**src/rtl/gat_pkg.sv**
```systemverilog
// Shared constants and types for the new-feature BRAM path.
// Default geometry is 2708 nodes x 16 output features per layer.
package gat_pkg;

  localparam int NEW_FEATURE_WIDTH  = 32;
  localparam int NUM_SUBGRAPHS      = 2708;
  localparam int NUM_FEATURE_OUT    = 16;
  localparam int NEW_FEATURE_DEPTH  = NUM_SUBGRAPHS * NUM_FEATURE_OUT;
  localparam int NEW_FEATURE_ADDR_W = $clog2(NEW_FEATURE_DEPTH);

  typedef logic [NEW_FEATURE_WIDTH-1:0]  feat_word_t;
  typedef logic [NEW_FEATURE_ADDR_W-1:0] feat_addr_t;

  // One stage of the read-return tracker: a read was granted, and whether it was out of range.
  typedef struct packed {
    logic vld;
    logic oob;
  } rd_tag_t;

endpackage

```
**src/rtl/feat_bram_arbiter_rd_vld_delay.sv**
```systemverilog
// Delays the {vld, oob} tag of each granted read by LATENCY cycles to line it up with BRAM dout.
module rd_vld_delay
  import gat_pkg::*;
#(
  parameter int LATENCY = 2
) (
  input  logic    clk,
  input  logic    rst_n,
  input  rd_tag_t tag_i,
  output rd_tag_t tag_o
);

  rd_tag_t pipe_q [LATENCY];

  // Clearing on reset drops any read still in flight, so it never produces a valid strobe.
  always_ff @(posedge clk or negedge rst_n) begin
    if (!rst_n) begin
      for (int i = 0; i < LATENCY; i++) begin
        pipe_q[i] <= '0;
      end
    end else begin
      pipe_q[0] <= tag_i;
      for (int i = 1; i < LATENCY; i++) begin
        pipe_q[i] <= pipe_q[i-1];
      end
    end
  end

  assign tag_o = pipe_q[LATENCY-1];

endmodule

```
**src/rtl/feat_bram_arbiter.sv**
```systemverilog
// Single-port feature BRAM arbiter: write-priority with bounded read starvation, one access per cycle.
// Optional stall counters are built when FEAT_ARB_STATS_EN is defined.
module feat_bram_arbiter
  import gat_pkg::*;
#(
  parameter int NEW_FEATURE_WIDTH = gat_pkg::NEW_FEATURE_WIDTH,
  parameter int NUM_SUBGRAPHS     = gat_pkg::NUM_SUBGRAPHS,
  parameter int NUM_FEATURE_OUT   = gat_pkg::NUM_FEATURE_OUT,
  parameter int BRAM_RD_LATENCY   = 2,
  parameter int MAX_WR_BURST      = 8,
  localparam int DEPTH            = NUM_SUBGRAPHS * NUM_FEATURE_OUT,
  localparam int ADDR_W           = $clog2(DEPTH)
) (
  input  logic                         clk,
  input  logic                         rst_n,
  input  logic                         wr_req,
  input  logic [ADDR_W-1:0]            wr_addr,
  input  logic [NEW_FEATURE_WIDTH-1:0] wr_din,
  output logic                         wr_gnt,
  input  logic                         rd_req,
  input  logic [ADDR_W-1:0]            rd_addr,
  output logic                         rd_gnt,
  output logic [NEW_FEATURE_WIDTH-1:0] rd_dout,
  output logic                         rd_dout_vld,
  output logic                         bram_en,
  output logic                         bram_we,
  output logic [ADDR_W-1:0]            bram_addr,
  output logic [NEW_FEATURE_WIDTH-1:0] bram_din,
  input  logic [NEW_FEATURE_WIDTH-1:0] bram_dout,
  output logic [ADDR_W:0]              wr_cnt,
  output logic                         feat_done,
  output logic                         addr_err
`ifdef FEAT_ARB_STATS_EN
  ,
  output logic [31:0]                  wr_stall_cnt,
  output logic [31:0]                  rd_stall_cnt
`endif
);

  localparam int BURST_W = $clog2(MAX_WR_BURST + 1);
  localparam logic [ADDR_W:0]      DEPTH_C   = (ADDR_W+1)'(DEPTH);
  localparam logic [BURST_W-1:0]   BURST_MAX = BURST_W'(MAX_WR_BURST);

  logic [BURST_W-1:0] burst_cnt_q, burst_cnt_d;
  logic [ADDR_W:0]    wr_cnt_q, wr_cnt_d;
  logic               feat_done_q, feat_done_d;
  logic               addr_err_q, addr_err_d;
  logic               wr_inr, rd_inr, force_rd;
  rd_tag_t            tag_in, tag_out;

  // Addresses are widened by one bit so a depth that is an exact power of two still compares correctly.
  always_comb begin
    wr_inr   = {1'b0, wr_addr} < DEPTH_C;
    rd_inr   = {1'b0, rd_addr} < DEPTH_C;
    force_rd = rd_req && (burst_cnt_q == BURST_MAX);
    rd_gnt   = rd_req && (!wr_req || force_rd);
    wr_gnt   = wr_req && !rd_gnt;

    bram_en   = 1'b0;
    bram_we   = 1'b0;
    bram_addr = '0;
    bram_din  = '0;
    if (wr_gnt) begin
      bram_en   = wr_inr;
      bram_we   = wr_inr;
      bram_addr = wr_addr;
      bram_din  = wr_din;
    end else if (rd_gnt) begin
      bram_en   = rd_inr;
      bram_addr = rd_addr;
    end
  end

  always_comb begin
    burst_cnt_d = burst_cnt_q;
    if (!rd_req || rd_gnt) begin
      burst_cnt_d = '0;
    end else if (wr_gnt && (burst_cnt_q != BURST_MAX)) begin
      burst_cnt_d = burst_cnt_q + 1'b1;
    end

    wr_cnt_d = wr_cnt_q;
    if (wr_gnt && wr_inr && (wr_cnt_q != DEPTH_C)) begin
      wr_cnt_d = wr_cnt_q + 1'b1;
    end

    // Completion counts accepted writes only; rewriting an address still advances the count.
    feat_done_d = feat_done_q || (wr_cnt_q == DEPTH_C);
    addr_err_d  = addr_err_q || (wr_gnt && !wr_inr) || (rd_gnt && !rd_inr);
  end

  always_ff @(posedge clk or negedge rst_n) begin
    if (!rst_n) begin
      burst_cnt_q <= '0;
      wr_cnt_q    <= '0;
      feat_done_q <= 1'b0;
      addr_err_q  <= 1'b0;
    end else begin
      burst_cnt_q <= burst_cnt_d;
      wr_cnt_q    <= wr_cnt_d;
      feat_done_q <= feat_done_d;
      addr_err_q  <= addr_err_d;
    end
  end

  assign tag_in.vld = rd_gnt;
  assign tag_in.oob = rd_gnt && !rd_inr;

  rd_vld_delay #(
    .LATENCY (BRAM_RD_LATENCY)
  ) u_rd_vld_delay (
    .clk   (clk),
    .rst_n (rst_n),
    .tag_i (tag_in),
    .tag_o (tag_out)
  );

  // Out-of-range reads return zero; dout is also held at zero between valid returns.
  assign rd_dout     = (tag_out.vld && !tag_out.oob) ? bram_dout : '0;
  assign rd_dout_vld = tag_out.vld;
  assign wr_cnt      = wr_cnt_q;
  assign feat_done   = feat_done_q;
  assign addr_err    = addr_err_q;

`ifdef FEAT_ARB_STATS_EN
  logic [31:0] wr_stall_q, rd_stall_q;

  always_ff @(posedge clk or negedge rst_n) begin
    if (!rst_n) begin
      wr_stall_q <= '0;
      rd_stall_q <= '0;
    end else begin
      if (wr_req && !wr_gnt && (wr_stall_q != '1)) begin
        wr_stall_q <= wr_stall_q + 1'b1;
      end
      if (rd_req && !rd_gnt && (rd_stall_q != '1)) begin
        rd_stall_q <= rd_stall_q + 1'b1;
      end
    end
  end

  assign wr_stall_cnt = wr_stall_q;
  assign rd_stall_cnt = rd_stall_q;
`endif

endmodule

```
**config.mk**
```make
export PLATFORM = sky130hd
export DESIGN_NAME = feat_bram_arbiter
export DESIGN_NICKNAME = d
export VERILOG_FILES = /design/src/rtl/gat_pkg.sv /design/src/rtl/feat_bram_arbiter_rd_vld_delay.sv /design/src/rtl/feat_bram_arbiter.sv
export SDC_FILE = /design/constraint.sdc
export NUM_CORES = 1
export LEC_CHECK = 0
export ABC_CLOCK_PERIOD_IN_PS = 2850
export BUFFER_PORTS_ARGS = -buffer_cell sky130_fd_sc_hd__buf_2
export CAP_MARGIN = 20
export CORE_AREA = 2 2 80 82
export DETAILED_ROUTE_END_ITERATION = 8
export DIE_AREA = 0 0 82 84
export PLACE_DENSITY = 0.76
export SLEW_MARGIN = 20
export SYNTH_ARGS = -nofsm -noshare
export SYNTH_HDL_FRONTEND = slang
export SYNTH_SLANG_ARGS = --single-unit
```
**constraint.sdc**
```tcl
create_clock -name clk -period 2.85 [get_ports clk]
set_input_delay 0 -clock clk [delete_from_list [all_inputs] [get_ports clk]]
set_output_delay 0 -clock clk [all_outputs]
set_load 0.03 [all_outputs]
```
* After elaboration in Yosys (flattened, before gate mapping) *
Index checks and enable logic that the tools add are counted.

cells by class
  multiply operators = 0
  equality and inequality tests = 4
  reductions and logical operators = 21
  muxes and demuxes = 9
  bitwise logic cells = 0
  shift operators = 0
  add/sub/neg operators = 2
  magnitude comparators = 2
  divide/modulo/power cells = 0

operators by type and width
  cell                   number
  $mux 32                2
  $lt 16x16->1 const B   2
  $mux 16                2
  $add 17x1->17 const B  1
  $eq 17x16->1 const B   1
  $ne 17x16->1 const B   1
  $logic_and 1x1->1      9
  $mux 4                 2
  $logic_not 1->1        6
  $logic_or 1x1->1       5
  $add 4x1->4 const B    1
  $eq 4x4->1 const B     1
  $ne 4x4->1 const B     1
  $mux 1                 3
  $reduce_bool 2->1      1

word-level totals
  bits in registers = 27
  memory bits (read-only) = 0
  word-level logic and storage cells = 46
  latch bits = 0
  memories kept = 0
  output and inout bits = 104
  memory bits (writable) = 0
  input port bits = 100

* Depth between registers and ports, before layout *
  depth after elaboration = 9
  depth in mapped cells = 9
  mapped depth without buffers = 7

* Modules after synthesis *
From an unflattened synthesis, not the netlist that was laid out.

unflattened totals
  cell total of the unflattened synthesis = 251
  area total of the unflattened synthesis = 2014.4 sq um

by module, submodules not included
  module             cells an instance  sequential area each (sq um)  instances  area each (sq um)
  feat_bram_arbiter  245                575.6                         1          1899.3
  rd_vld_delay       6                  100.1                         1          115.1

* Worst setup path after synthesis *
No wires, ideal clock.

  kind = reg-to-output
  from = reg burst_cnt_q[0]
  to = out bram_en
  buffers on the path = 0
  slack = 0.883 ns
  data required time = 2.850 ns
  data arrival time = 1.967 ns
  stages on the path, launching flop included = 7
  path through = dfrtp_1 -> inv_1 -> ha_1 -> nand3b_1 -> o21a_1 -> a21boi_0 -> a21o_1

on the way
  word-level cells in the longest chain between the ends = 7
  elaborated cells between the ends (all ways) = 8
  classes of those cells = eq/ne (1); mux (2); reduce/logical (5)

RTL lines
  what                    line                     text
  from (decl)             feat_bram_arbiter.sv:44  logic [BURST_W-1:0] burst_cnt_q, burst_cnt_d;
  from (signal assigned)  feat_bram_arbiter.sv:99  burst_cnt_q <= burst_cnt_d;
  $eq 4x4->1 (*)          feat_bram_arbiter.sv:55  force_rd = rd_req && (burst_cnt_q == BURST_MAX);
  $logic_and 1x1->1 (*)   feat_bram_arbiter.sv:55
  $logic_or 1x1->1 (*)    feat_bram_arbiter.sv:56  rd_gnt = rd_req && (!wr_req || force_rd);
  $logic_and 1x1->1 (*)   feat_bram_arbiter.sv:56
  $logic_not 1->1         feat_bram_arbiter.sv:57  wr_gnt = wr_req && !rd_gnt;
  $logic_and 1x1->1       feat_bram_arbiter.sv:57
  $mux 1 (*)              feat_bram_arbiter.sv:63  if (wr_gnt) begin
  to (decl)               feat_bram_arbiter.sv:25  output logic bram_en,

Every way passes the cells marked *; elsewhere a longest branch is shown, timed or not.

* Final worst setup path *
Ends and elaborated chain as after synthesis.

==> flow_summary_export.csv <==
group,metric,value,unit
die,fp.dieH,84,um
worst_setup_path,required,2.85,ns
die,initial_core_util,0.322,
yosys,async_reset_ff_frac,1.00,
route,avgViaCountPerCell,4.62,
worst_setup_path,cp_data_arrival_time,2.25,ns
worst_setup_path,cp-start-kind,"flop",
timing,slew_viol_final,0,
route,antenna_left,0,
global_route,grt.total_usage,0.175,
finish,n_fill_cell,594,
route,avgRoutedWirePerCell,12.2,um
die,coreArea,6100,um^2
die,rows,29,
placed_design,dp_cells,510,
yosys,syn-cell-area,1960,um^2
worst_setup_path,critical-path-max-stage-delay,0.43,ns
power_and_ir_drop,vdd_drop_max,0.176,mV
status,status,"complete, no violations",
finish,final_cells,516,
timing,setup_viol,0,
power_and_ir_drop,power.leakage,1.79,nW
worst_setup_path,cp_max_fo,68,
placed_design,gp_congestion,0.886,
die,die_w,82,um
timing,tightest_slew,0.620,ns
min_path,worst_hold_path_type,"in -> reg",
route,finalWirelength,6280,um
timing,slew_headroom,0.587,
yosys,synth_ff_type,"dfrtp_1",
worst_setup_path,crit_type,"reg -> out",
power_and_ir_drop,p_total,1.26,mW
global_route,grt_start_max_net_pins,69,
yosys,yosys_register_bits,27,
route,dr.first_iter.drc_count,91,
finish,antenna_cells,0,
finish,drive_gt1_frac,0.478,
timing,fin_setup_tns,0,ns
global_route,antenna_found_initial,0,
power_and_ir_drop,p_per_area,411,nW/um^2
clock_network,clock_path_buffers,2,
clock_network,cts_made_buffers,3,
yosys,syn_nets,346,
clock_network,cts_root_buf,"clkbuf_8",
yosys,yosys.cell_types.count,35,
timing,fin_crit,2.25,ns
route,first_pass_iters,5,
worst_setup_path,cp_slowest_cell,"buf_4",
timing,holdWs,0.0395,ns
clock_network,cts.htree.levels,1,
yosys,yosys_warnings,0,
finish,area.growth.synth_to_final,56.7,%
yosys,syn_inst,242,
clock_network,cts_sinks,27,
global_route,grt_pass1_wl,9580,um
route,drc,0,
finish,finalNetCount,544,
clock_network,cts_tree,"yes",
yosys,synth_area_per_cell,8.11,um^2
global_route,grt_pass1_vias,2275,
timing,period_share,0.789,
timing,worst_slack,0.601,ns
placed_design,dp_slack,0.773,ns
global_route,overflow,0,
timing,rsz0062_at_grt,"no",
placed_design,portBuffers,203,
job,maxCapViolCount,0,
clock_network,worstSkewPairLatency,0.27,ns
timing,fin_skew,0.00324,ns
worst_setup_path,crit_chain,"inv_1 > ha_1 > nand3b_1 > o21a_1 > buf_4 > a21boi_0 > a21o_1 > buf_2",
yosys,ys_seq_area_frac,0.344,
worst_setup_path,endpoint_kind,"output port",
die,die_area,6890,um^2
clock_network,cts.reportedPaths.clkPinSlew,0.09,ns
yosys,synth-edff-count,0,
timing,final_hold_viol_count,0,
clock_network,postCtsSetupBuffers,0,
die,boundaryPins,204,
timing,fmax,445,MHz
placed_design,dpl.hpwl,5240,um
route,via_count,2382,
==> worst max-delay path: cells and delay by family (launching register included) <==
family | cells | cell delay (ns)
buffers and inverters | 3 | 0.68
adders and majority gates | 1 | 0.19
AOI/OAI and AO/OA | 3 | 0.60
and+or+nand+nor | 1 | 0.11
DFF | 1 | 0.40
==> routing by layer <==
layer  track usage  up-vias  routed length (um)
li1              -     1189                   -
met1         0.183     1043                2180
met2         0.347      139                3410
met3        0.0184       11                 573
met4        0.0530        0                 112
met5             0        -                   0
==> final timing paths <==
kind,endpoint,cells past startpoint,slack (ns),startpoint
worst max-delay path,bram_en,8,0.60,burst_cnt_q[0]$_DFFE_PN0P_
worst min-delay path,u_rd_vld_delay.pipe_q[2]$_DFF_PN0_,2,0.04,rd_addr[15]
worst max register to register,wr_cnt[14]$_DFFE_PN0P_,7,0.77,wr_cnt[0]$_DFFE_PN0P_
worst min register to register,u_rd_vld_delay.tag_o[0]$_DFF_PN0_,0,0.35,u_rd_vld_delay.pipe_q[2]$_DFF_PN0_
max in group asynchronous,wr_cnt[0]$_DFFE_PN0P_,2,2.21,rst_n
min in group asynchronous,wr_cnt[4]$_DFFE_PN0P_,2,0.26,rst_n
==> repair_timing <==
action | 4_1_cts | 5_1_grt
gates resized for setup | 0 | 0
hold buffers | 2 | 0
endpoints found under the hold margin | 28 | 0
==> layout by cell type (no fill, tap or decap), types with 2 or more instances in the layout <==
cell | netlist | routed
inv_1 | 7 | 7
buf_4 | 0 | 2
buf_2 | 4 | 203
dfrtp_1 | 27 | 27
a21oi_1 | 3 | 3
o21a_1 | 3 | 3
o21ai_0 | 16 | 16
nand3_1 | 8 | 8
nand2_1 | 38 | 38
o31ai_1 | 3 | 3
and3_1 | 5 | 5
nor4b_1 | 2 | 2
nand4_1 | 8 | 8
clkbuf_8 | 0 | 3
dlygate4sd3_1 | 0 | 2
nor2_1 | 8 | 8
xnor2_1 | 17 | 17
ha_1 | 4 | 4
and2_1 | 64 | 64
==> cell families after synthesis <==
family                     after synthesis  share of synthesized area
buffers and inverters                   21                     0.0548
DFF                                     27                      0.344
and+or+nand+nor                        142                      0.401
adders and majority gates                4                     0.0255
AOI/OAI and AO/OA                       30                     0.0943
xor gates and xnor gates                18                     0.0803
==> area by class of cell <==
type,count,area [um^2],area share
repair buffers,207,1050,0.342
clock buffers,3,41.3,0.0134
multi-input cells,194,1180,0.384
well taps,77,96.3,0.0313
flip-flops and latches,27,676,0.220
clock inverters,1,5.00,0.00163
inverters,7,26.3,0.00854
==> report_power, final <==
group	leakage [nW]	internal (mW)	switching, mW	total, mW
Clock	0.0255	0.0979	0.114	0.212
Sequential	0.358	0.425	0.0602	0.485
Combinational	1.41	0.200	0.367	0.567
Total	1.79	0.722	0.542	1.26
==> cells in the mapped netlist (all sizes together) (4+ instances only) <==
master | n | area [um^2]
and3 | 6 | 38.8
nand3 | 8 | 40.0
nand4 | 8 | 50.1
ha | 4 | 50.1
nand2 | 38 | 143
xnor2 | 17 | 149
o21ai | 16 | 80.1
clkbuf | 7 | 26.3
dfrtp | 27 | 676
inv | 7 | 26.3
nor2 | 8 | 30.0
buf | 7 | 55.1
and2 | 64 | 400
==> stage by stage <==
step / area (um^2) / util
after floorplan: 1960 / -
after global placement: 3010 / 0.494
after detailed placement: 3010 / 0.494
after CTS: 3080 / 0.505
after global routing: 3080 / 0.505
final: 3080 / 0.505
==> sequential cells by signal (all words and copies together), names as in the netlist <==
| name | flops |
|---|---|
| u_rd_vld_delay.tag_o | 2 |
| feat_done | 1 |
| wr_cnt | 17 |
| addr_err | 1 |
| u_rd_vld_delay.pipe_q | 2 |
| burst_cnt_q | 4 |
(Power assumes the default switching activity.)
